===== config.mk =====
export PLATFORM = sky130hd
export DESIGN_NAME = reg_decode_gen
export DESIGN_NICKNAME = d
export VERILOG_FILES = /design/src/rtl/reg_decode_gen_pkg.sv /design/src/rtl/reg_decode_gen_bin2bcd_seq.sv /design/src/rtl/reg_decode_gen.sv
export SDC_FILE = /design/constraint.sdc
export NUM_CORES = 2
export LEC_CHECK = 0
export CORE_AREA = 4 4 389 391
export CTS_CLUSTER_SIZE = 10
export DETAILED_ROUTE_END_ITERATION = 8
export DIE_AREA = 0 0 393 395
export PLACE_DENSITY_LB_ADDON = 0.3
export SETUP_SLACK_MARGIN = 0.5
export SYNTH_ARGS = -nofsm -noshare
export SYNTH_HDL_FRONTEND = slang
export SYNTH_SLANG_ARGS = --single-unit

===== constraint.sdc =====
create_clock -name clk -period 5.58 [get_ports clk]
set_input_delay 1.116 -clock clk [delete_from_list [all_inputs] [get_ports clk]]
set_output_delay 1.116 -clock clk [all_outputs]
set_load 0.1 [all_outputs]

===== src/rtl/reg_decode_gen_pkg.sv =====
// Shared definitions for reg_decode_gen: converter states, ASCII codes,
// the 10-entry volts/div gear label table and small helper functions.
package reg_decode_gen_pkg;

   typedef enum logic [1:0] {
      ST_IDLE  = 2'd0,
      ST_LOAD  = 2'd1,
      ST_SHIFT = 2'd2,
      ST_STORE = 2'd3
   } conv_state_t;

   localparam logic [7:0] ASCII_ZERO  = 8'h30;
   localparam logic [7:0] ASCII_NINE  = 8'h39;
   localparam logic [7:0] ASCII_SPACE = 8'h20;

   localparam int BCD_MAX_DIGITS = 10;
   localparam int DABBLE_CYCLES  = 32;

   // 9-character labels, 1-2-5 sequence from 5 mV/div up to 5 V/div
   localparam logic [71:0] GEAR_LABEL [10] = '{
      "  5mV/div", " 10mV/div", " 20mV/div", " 50mV/div", "100mV/div",
      "200mV/div", "500mV/div", "   1V/div", "   2V/div", "   5V/div"
   };

   function automatic logic [71:0] gear_label(input logic [3:0] code);
      logic [71:0] lbl;
      if (code > 4'd9) begin
         lbl = GEAR_LABEL[0];
      end else begin
         lbl = GEAR_LABEL[int'(code)];
      end
      return lbl;
   endfunction

   function automatic logic [7:0] ascii_digit(input logic [3:0] d);
      return ASCII_ZERO + {4'h0, d};
   endfunction

   function automatic logic [63:0] pow10(input int n);
      logic [63:0] r;
      r = 64'd1;
      for (int i = 0; i < n; i++) begin
         r = r * 64'd10;
      end
      return r;
   endfunction

endpackage


===== src/rtl/reg_decode_gen_bin2bcd_seq.sv =====
// Sequential double-dabble: 32-bit binary to DIGITS BCD digits in 32 shift cycles.
// done is high during the final shift cycle, so bcd is valid from the next cycle on.
module bin2bcd_seq
#(
   parameter int DIGITS = 8
)(
   input  logic                  clk,
   input  logic                  rst_n,
   input  logic                  start,
   input  logic [31:0]           din,
   output logic                  done,
   output logic [DIGITS*4-1:0]   bcd
);
   import reg_decode_gen_pkg::*;

   localparam int BCD_W = BCD_MAX_DIGITS * 4;
   localparam int SR_W  = BCD_W + 32;
   localparam logic [4:0] CNT_LAST    = 5'(DABBLE_CYCLES - 1);
   localparam logic [4:0] CNT_LAST_M1 = 5'(DABBLE_CYCLES - 2);

   logic [SR_W-1:0] sr_r;
   logic [SR_W-1:0] adj_s;
   logic [4:0]      cnt_r;
   logic            run_r;
   logic            done_r;

   // add-3 correction on every BCD nibble before the shift
   always_comb begin
      adj_s = sr_r;
      for (int j = 0; j < BCD_MAX_DIGITS; j++) begin
         if (sr_r[32+4*j +: 4] >= 4'd5) begin
            adj_s[32+4*j +: 4] = sr_r[32+4*j +: 4] + 4'd3;
         end else begin
            adj_s[32+4*j +: 4] = sr_r[32+4*j +: 4];
         end
      end
   end

   // shift register, cycle counter and completion flag
   always_ff @(posedge clk or negedge rst_n) begin
      if (!rst_n) begin
         sr_r   <= {SR_W{1'b0}};
         cnt_r  <= 5'd0;
         run_r  <= 1'b0;
         done_r <= 1'b0;
      end else if (start) begin
         sr_r   <= {{BCD_W{1'b0}}, din};
         cnt_r  <= 5'd0;
         run_r  <= 1'b1;
         done_r <= 1'b0;
      end else if (run_r) begin
         sr_r   <= adj_s << 1'b1;
         cnt_r  <= cnt_r + 5'd1;
         done_r <= (cnt_r == CNT_LAST_M1);
         run_r  <= (cnt_r != CNT_LAST);
      end else begin
         done_r <= 1'b0;
      end
   end

   assign done = done_r;
   assign bcd  = sr_r[32 +: DIGITS*4];

endmodule


===== src/rtl/reg_decode_gen.sv =====
// Register bank with shadow/active commit, gear decode and round-robin decimal
// field display. Define REG_DECODE_GEN_LZB_EN to blank leading zeros.
module reg_decode_gen
#(
   parameter int NCH        = 2,
   parameter int NREG       = 32,
   parameter int NFIELD     = 4,
   parameter int DIGITS     = 8,
   parameter int CH_BASE    = 2,
   parameter int FIELD_BASE = 16,
   parameter int AW         = $clog2(NREG)
)(
   input  logic                         clk,
   input  logic                         rst_n,
   input  logic                         wr_en,
   input  logic [AW-1:0]                wr_addr,
   input  logic [15:0]                  wr_data,
   input  logic                         commit,
   input  logic [31:0]                  ext_val,
   output logic [NREG*16-1:0]           active_regs,
   output logic [NCH*4-1:0]             ch_gear,
   output logic [NCH*80-1:0]            ch_gear_str,
   output logic [NCH-1:0]               gear_err,
   output logic [NFIELD*DIGITS*8-1:0]   dis_field,
   output logic [NFIELD-1:0]            field_valid,
   output logic                         busy,
   output logic                         upd
);
   import reg_decode_gen_pkg::*;

   localparam int FW    = (NFIELD > 1) ? $clog2(NFIELD) : 1;
   localparam int FLD_W = DIGITS * 8;
   localparam logic [FW-1:0] FIELD_LAST = FW'(NFIELD - 1);
   localparam logic [63:0]   SAT_LIMIT  = pow10(DIGITS);

   logic [15:0]               shadow_r [NREG];
   logic [15:0]               active_r [NREG];
   logic [NCH*4-1:0]          gear_r;
   logic [NCH*80-1:0]         gear_str_r;
   logic [NCH-1:0]            gear_err_r;
   logic                      upd_r;
   logic                      wr_hit_s;

   conv_state_t               state_r;
   conv_state_t               state_nx_s;
   logic [FW-1:0]             fidx_r;
   logic [FW-1:0]             fidx_nx_s;
   logic                      busy_r;
   logic                      sat_r;
   logic [31:0]               src_s;
   logic                      bcd_start_s;
   logic                      bcd_done_s;
   logic [DIGITS*4-1:0]       bcd_s;
   logic [FLD_W-1:0]          txt_s;
   logic [NFIELD*FLD_W-1:0]   dis_field_r;
   logic [NFIELD-1:0]         field_valid_r;

   assign wr_hit_s = wr_en && (32'(wr_addr) < 32'(NREG));

   // shadow bank: SPI writes land here first
   always_ff @(posedge clk or negedge rst_n) begin
      if (!rst_n) begin
         for (int i = 0; i < NREG; i++) shadow_r[i] <= 16'h0000;
      end else if (wr_hit_s) begin
         shadow_r[wr_addr] <= wr_data;
      end
   end

   // active bank and gear decode; commit samples the pre-write shadow
   always_ff @(posedge clk or negedge rst_n) begin
      if (!rst_n) begin
         for (int i = 0; i < NREG; i++) active_r[i] <= 16'h0000;
         for (int i = 0; i < NCH; i++) begin
            gear_str_r[80*i +: 80] <= {8'(16 + i), GEAR_LABEL[0]};
         end
         gear_r     <= {(NCH*4){1'b0}};
         gear_err_r <= {NCH{1'b0}};
         upd_r      <= 1'b0;
      end else begin
         upd_r <= commit;
         if (commit) begin
            for (int i = 0; i < NREG; i++) active_r[i] <= shadow_r[i];
            for (int i = 0; i < NCH; i++) begin
               gear_r[4*i +: 4]       <= shadow_r[CH_BASE+i][3:0];
               gear_err_r[i]          <= (shadow_r[CH_BASE+i][3:0] > 4'd9);
               gear_str_r[80*i +: 80] <= {8'(16 + i), gear_label(shadow_r[CH_BASE+i][3:0])};
            end
         end
      end
   end

   // converter state register
   always_ff @(posedge clk or negedge rst_n) begin
      if (!rst_n) begin
         state_r <= ST_IDLE;
         fidx_r  <= {FW{1'b0}};
         busy_r  <= 1'b0;
      end else begin
         state_r <= state_nx_s;
         fidx_r  <= fidx_nx_s;
         busy_r  <= (state_nx_s != ST_IDLE);
      end
   end

   // converter next-state: endless round-robin over the fields
   always_comb begin
      state_nx_s  = state_r;
      fidx_nx_s   = fidx_r;
      bcd_start_s = 1'b0;
      case (state_r)
         ST_IDLE: begin
            state_nx_s = ST_LOAD;
         end
         ST_LOAD: begin
            bcd_start_s = 1'b1;
            state_nx_s  = ST_SHIFT;
         end
         ST_SHIFT: begin
            if (bcd_done_s) begin
               state_nx_s = ST_STORE;
            end else begin
               state_nx_s = ST_SHIFT;
            end
         end
         ST_STORE: begin
            state_nx_s = ST_LOAD;
            if (fidx_r == FIELD_LAST) begin
               fidx_nx_s = {FW{1'b0}};
            end else begin
               fidx_nx_s = fidx_r + FW'(1);
            end
         end
         default: begin
            state_nx_s = ST_IDLE;
            fidx_nx_s  = {FW{1'b0}};
         end
      endcase
   end

   // source select: field 0 is the measured frequency, others come from registers
   always_comb begin
      src_s = ext_val;
      for (int k = 1; k < NFIELD; k++) begin
         if (int'(fidx_r) == k) begin
            src_s = {16'h0000, active_r[FIELD_BASE+k-1]};
         end else begin
            src_s = src_s;
         end
      end
   end

   // saturation flag captured together with the converter snapshot
   always_ff @(posedge clk or negedge rst_n) begin
      if (!rst_n) begin
         sat_r <= 1'b0;
      end else if (state_r == ST_LOAD) begin
         sat_r <= ({32'h0000_0000, src_s} >= SAT_LIMIT);
      end
   end

   bin2bcd_seq #(
      .DIGITS (DIGITS)
   ) u_bcd (
      .clk   (clk),
      .rst_n (rst_n),
      .start (bcd_start_s),
      .din   (src_s),
      .done  (bcd_done_s),
      .bcd   (bcd_s)
   );

   // BCD to ASCII text, most significant digit at the top of the slice
   always_comb begin : fmt_blk
`ifdef REG_DECODE_GEN_LZB_EN
      logic lead_v;
      lead_v = 1'b1;
`endif
      txt_s = {FLD_W{1'b0}};
      for (int j = DIGITS - 1; j >= 0; j--) begin
         if (sat_r) begin
            txt_s[8*j +: 8] = ASCII_NINE;
         end else begin
`ifdef REG_DECODE_GEN_LZB_EN
            if (lead_v && (bcd_s[4*j +: 4] == 4'd0) && (j != 0)) begin
               txt_s[8*j +: 8] = ASCII_SPACE;
            end else begin
               txt_s[8*j +: 8] = ascii_digit(bcd_s[4*j +: 4]);
               lead_v = 1'b0;
            end
`else
            txt_s[8*j +: 8] = ascii_digit(bcd_s[4*j +: 4]);
`endif
         end
      end
   end

   // display slices change only in STORE
   always_ff @(posedge clk or negedge rst_n) begin
      if (!rst_n) begin
         dis_field_r   <= {(NFIELD*DIGITS){ASCII_ZERO}};
         field_valid_r <= {NFIELD{1'b0}};
      end else if (state_r == ST_STORE) begin
         for (int k = 0; k < NFIELD; k++) begin
            if (int'(fidx_r) == k) begin
               dis_field_r[FLD_W*k +: FLD_W] <= txt_s;
               field_valid_r[k]              <= 1'b1;
            end
         end
      end
   end

   // flatten the active bank onto the output bus
   always_comb begin
      active_regs = {(NREG*16){1'b0}};
      for (int i = 0; i < NREG; i++) begin
         active_regs[16*i +: 16] = active_r[i];
      end
   end

   assign ch_gear     = gear_r;
   assign ch_gear_str = gear_str_r;
   assign gear_err    = gear_err_r;
   assign dis_field   = dis_field_r;
   assign field_valid = field_valid_r;
   assign busy        = busy_r;
   assign upd         = upd_r;

endmodule


# [Word-level counts from Yosys, hierarchy flattened]
# Memory sizes are Yosys's and may differ from the RTL's.
# Index checks and enable logic that the tools add are counted.
[totals] regBits=1524 romBits=2304 output_inout_bits=944 word_cells=187 n_memories=2
[memory_table] memory="(no name shown)" depth=16 word_bits=72 rd=1 rd_clocked_by_memory_dff=0 wr=0 line_no="reg_decode_gen_pkg.sv:30" source="lbl = GEAR_LABEL[int'(code)];"
[memory_table] memory="(no name shown)" depth=16 word_bits=72 rd=1 rd_clocked_by_memory_dff=0 wr=0 line_no="reg_decode_gen_pkg.sv:30"
[op_classes] add_sub_neg=20 magnitude_cmp=17 n_eq_ne=9 n_mux=42 n_bitwise=3 reduce_logical=10
[ops] operator="$mux W72" count=8
[ops] operator="$bwmux W512" count=1
[ops] operator="$mux W32" count=3
[ops] operator="$demux W16 S5" count=1
[ops] operator="$ge A32 B5 Y1 const B" count=2
[ops] operator="$not A4 Y32" count=2
[ops] operator="$add A6 B4 Y7 const A" count=8
[ops] operator="$mux W7" count=8
[ops] operator="$ge A4 B3 Y1 const B" count=10
[ops] operator="$add A4 B2 Y4 const B" count=9
[ops] operator="$mux W4" count=9
[ops] operator="$ge A32 B27 Y1 const B" count=1
[ops] operator="$mux W16" count=1
[ops] operator="$eq A2 B2 Y1 const B" count=5
[ops] operator="$mux W5" count=2
[ops] operator="$gt A4 B4 Y1 const B" count=2
[ops] operator="$reduce_and A2 Y1" count=4
[ops] operator="$ge A6 B6 Y1 const B" count=1
[ops] operator="$lt A6 B1 Y1 const B" count=1
[ops] operator="$mux W1" count=6
[ops] operator="$not A5 Y6" count=1
[ops] operator="$pmux W2 S3" count=1
[ops] operator="$add A5 B1 Y5 const B" count=1
[ops] operator="$eq A5 B5 Y1 const B" count=1
[ops] operator="10 further kinds" count=13

# [Logic depth before layout (Yosys ltp)]
[logic_depth] ltp_word=6 depth_mapped=9

# [By module]
# From an unflattened synthesis, not the netlist that was laid out.
[unflattened] cells_unflattened=3659 hier_area_um2=51548.2
[by_module_without_submodules] module="reg_decode_gen" instances=1 cells_per_inst=3267 area_each_um2=47670.7 seq_area_each_um2=29863.6
[by_module_without_submodules] module="bin2bcd_seq" instances=1 cells_per_inst=392 area_each_um2=3877.5 seq_area_each_um2=1776.7

# [Worst setup path after synthesis]
# OpenSTA, ideal clock, no wires.
[synth_timing] path_kind="input-to-reg" from="input port wr_addr[1]" to="register shadow_r[181] (netlist bit)" arrival_time_ps=2387 t_required_ps=5455 path_slack_ps=3068 stages=6 path_buffers=3 path_cell_list="buf_6 or3b_1 buf_6 nor2_8 buf_12 mux2_4"
[synth_via] elab_chain_cells=6 elab_cells_between_ends=7
[synth_lines] element="start, declared" line_no="reg_decode_gen.sv:16" source="input logic [AW-1:0] wr_addr,"
[synth_lines] element="$not A5 Y6 (implied by the code) *" line_no="reg_decode_gen.sv:65" source="shadow_r[wr_addr] <= wr_data;"
[synth_lines] element="$ge A6 B6 Y1 (implied by the code) / $lt A6 B1 Y1 (equally long branches)" line_no="reg_decode_gen.sv:65"
[synth_lines] element="$logic_and A1 B1 Y1 (implied by the code)" line_no="reg_decode_gen.sv:65"
[synth_lines] element="$mux W16 (implied by the code)" line_no="reg_decode_gen.sv:65"
[synth_lines] element="$demux W16 S5 *" line_no="reg_decode_gen.sv:65"
[synth_lines] element="$bwmux W512 *" line_no="reg_decode_gen.sv:65"
[synth_lines] element="end signal, assigned by index" line_no="reg_decode_gen.sv:65"
[synth_lines] element="end, declared" line_no="reg_decode_gen.sv:36" source="logic [15:0] shadow_r [NREG];"
# Every way passes the cells marked *; elsewhere a longest branch is shown, timed or not.
# A chain may end at the register's enable or synchronous reset.

# [Worst setup path in the final report]
[layout_timing] from="register active_r (netlist bit active_regs[298])" to="output port active_regs[298]"
[layout_lines] element="start, declared" line_no="reg_decode_gen.sv:37" source="logic [15:0] active_r [NREG];"
[layout_lines] element="end, declared" line_no="reg_decode_gen.sv:20" source="output logic [NREG*16-1:0] active_regs,"
# No word-level cell between the ends.

==> flow_metrics.env <==
export IMPL_run_status="complete, no violations"
export IMPL_p_sw_w=0.0141
export IMPL_crit_slowest_cell="clkdlybuf4s50_1"
export IMPL_cp_end_kind="output port"
export IMPL_internal_power_w=0.0187
export IMPL_ys_flop_type="dfrtp_1"
export IMPL_crit_type="reg -> out"
export IMPL_worstHoldPathType="in -> async"
export IMPL_clock_skew_ns=0.0386
export IMPL_drive_gt1_share_pct=30.0
export IMPL_synth_cell_types=56
export IMPL_clockBufferDepth=3
export IMPL_synth_area_sq_mm=0.0513
export IMPL_first_pass_iters=5
export IMPL_wl_per_cell_um=23.6
export IMPL_power_frac_seq_pct=35.9
export IMPL_rsz0062_at_grt="no"
export IMPL_critical_path_arrival_ns=2.48
export IMPL_track_usage_pct=19.0
export IMPL_cts_root_buf="clkbuf_16"
export IMPL_p_leak_nw=29.4
export IMPL_ys_warn_count=0
export IMPL_critPathMaxStageDelay_ns=1.25
export IMPL_worst_pin_slew_ns=1.17
export IMPL_coreArea_sq_mm=0.147
export IMPL_postCtsResizedCells=0
export IMPL_setup_violations=0
export IMPL_vdd_drop_max_mv=0.330
export IMPL_numCtsBuffers=149
export IMPL_grt_ovfl_total=0
export IMPL_worst_setup_path_start_kind="flip-flop"
export IMPL_cts_tree="built"
export IMPL_setup_tns_ns=0
export IMPL_layout_nets=4435
export IMPL_gp_congestion=0.770
export IMPL_die_h_um=395
export IMPL_cts_htree_levels=4
export IMPL_power_density_mw_per_mm2=513
export IMPL_num_rows=141
export IMPL_initial_core_util_pct=34.8
export IMPL_grt_pass1_vias=31200
export IMPL_cap_violations=0
export IMPL_required_ns=4.46
export IMPL_drc=0
export IMPL_die_area_sq_mm=0.155
export IMPL_ant_nets=0
export IMPL_final_hold_violation_count=0
export IMPL_cts_setup_buffers=0
export IMPL_p_comb_share_pct=37.1
export IMPL_critPathLaunch="active_regs[298]"
export IMPL_die_w_um=393
export IMPL_layout_common_cells="dfrtp_1 (1255), mux2_2 (988), clkdlybuf4s50_1 (717), conb_1 (254), o21ai_0 (201)"
export IMPL_path_clk_slew_ns=0.05
export IMPL_cts_sinks=1264
export IMPL_antenna_found_initial=12
export IMPL_async_flop_share_pct=100
export IMPL_vias_per_cell=4.77
export IMPL_drv_slew=0
export IMPL_final_common_cell="dfrtp_1"
export IMPL_total_power_w=0.0328
export IMPL_holdBufCountCts=0
export IMPL_routed_wl_mm=150
export IMPL_hpwl_mm=99.2
export IMPL_path_buf_inv=1
export IMPL_crit_fanout=4
export IMPL_area_delta_synth_final_pct=24.6
export IMPL_design_portCount=1001
export IMPL_grt_max_degree=166
export IMPL_swShare_pct=43.0
export IMPL_reg2reg_from="sat_r"
export IMPL_ys_ff_latch=1264
export IMPL_synth_edf_count=0
export IMPL_critPathTopFamily="buffers and inverters"
export IMPL_avgSynthCellArea_sq_um=14.1
export IMPL_fmax_mhz=278
export IMPL_drt_iter0_markers=1346
export IMPL_clk_latency_ns=0.75
export IMPL_yosysSeqAreaShare_pct=61.7
export IMPL_syn_inst=3637
export IMPL_io_buffers=746
export IMPL_fin_crit_sh_pct=64.4
export IMPL_slew_headroom_pct=21.7
export IMPL_vias=30200
export IMPL_worstPathCellList="clkdlybuf4s50_1"
export IMPL_grt_pass1_wl_mm=218
export IMPL_fin_crit_ns=3.59
export IMPL_clkPwrFrac_pct=27.1
kinds of logic (layout without fill, tap and decap cells):
kind of cell | Yosys count | after routing | synth area share, %
adder cells (fa/ha/maj) | 27 | 27 | 0.658
buffers and inverters | 540 | 1053 | 6.41
other | 2 | 262 | 0.0146
multiplexers | 1076 | 1076 | 23.6
AND/OR/NAND/NOR | 412 | 412 | 4.16
AO/OA/AOI/OAI | 298 | 298 | 3.14
XOR/XNOR | 18 | 18 | 0.307
flip-flops | 1264 | 1264 | 61.7
area by class of cell:
| type | instances | area [sq um] |
|---|---|---|
| clock buffers | 181 | 3910 |
| clock inverters | 21 | 425 |
| fillers | 13500 | 83600 |
| flip-flops and latches | 1264 | 31600 |
| diodes | 8 | 20.0 |
| inverters | 53 | 199 |
| well taps | 1930 | 2410 |
| repair buffers | 798 | 7980 |
| multi-input cells | 2085 | 17300 |
flip-flops by register name (all words and copies together) (netlist names):
register     flops
u_bcd.done       1
u_bcd.cnt_r      5
ch_gear_str     28
busy             1
field_valid      4
sat_r            1
shadow_r       512
u_bcd.sr_r      64
dis_field      128
gear_err         2
u_bcd.run_r      1
fidx_r           2
active_regs    512
state_r          2
upd              1
metrics by stage:
step                      hold slack (ns)  cell area, sq um  utilization, %  setup slack, ns  instances
after floorplan                     0.448             52300               -             3.07       3889
after global placement              0.454             59600            40.4             1.70       6130
after detailed placement            0.452             59600            40.4             1.65       6130
after CTS                           0.293             63900            43.3             1.86       6332
after global routing                0.301             63900            43.3             1.86       6332
final                               0.311             63900            43.3             1.99       6340
power by group through the flow:
stage          clock, W  sequential [W]  combinational, W
6_report        0.00889          0.0118            0.0122
4_1_cts         0.00917          0.0118            0.0123
2_1_floorplan         0          0.0182           0.00282
3_5_place_dp          0          0.0119            0.0122
3_3_place_gp          0          0.0119            0.0122
5_1_grt         0.00955          0.0120            0.0125
routing by layer:
metal | track usage, % | part of all wire [%]
met1 | 22.9 | 40
met2 | 31.5 | 48
met3 | 7.35 | 9.0
met4 | 5.61 | 2.8
met5 | 0 | 0.016
path summary, 6_finish.rpt:
kind                                    end  slack, ns  cells past startpoint
setup / recovery           active_regs[298]       1.99                      1
max in group asynchronous    dis_field[136]       3.69                      2
hold reg to reg              field_valid[3]       0.47                      1
min in group clk             field_valid[3]       0.47                      1
setup reg to reg             dis_field[129]       2.87                      3
hold / removal             active_regs[102]       0.31                      1
synthesized netlist by cell type (11+ instances only):
cell | instances | area share (%)
nor2b_1 | 21 | 0.26
nand2b_1 | 13 | 0.16
ha_1 | 27 | 0.66
mux2_1 | 16 | 0.35
nand2_2 | 16 | 0.20
buf_2 | 76 | 0.74
clkbuf_1 | 108 | 0.79
mux2i_1 | 52 | 1.0
xnor2_1 | 15 | 0.26
buf_4 | 278 | 4.1
a21oi_1 | 51 | 0.50
mux2_4 | 20 | 0.59
dfrtp_1 | 1256 | 61
a211oi_1 | 18 | 0.26
inv_1 | 51 | 0.37
o21ai_0 | 201 | 2.0
mux2_2 | 988 | 22
nand3_1 | 50 | 0.49
buf_6 | 12 | 0.26
nand2_1 | 203 | 1.5
nor2_1 | 50 | 0.37
buf_1 | 11 | 0.080
Power figures use the tool's default switching activity.
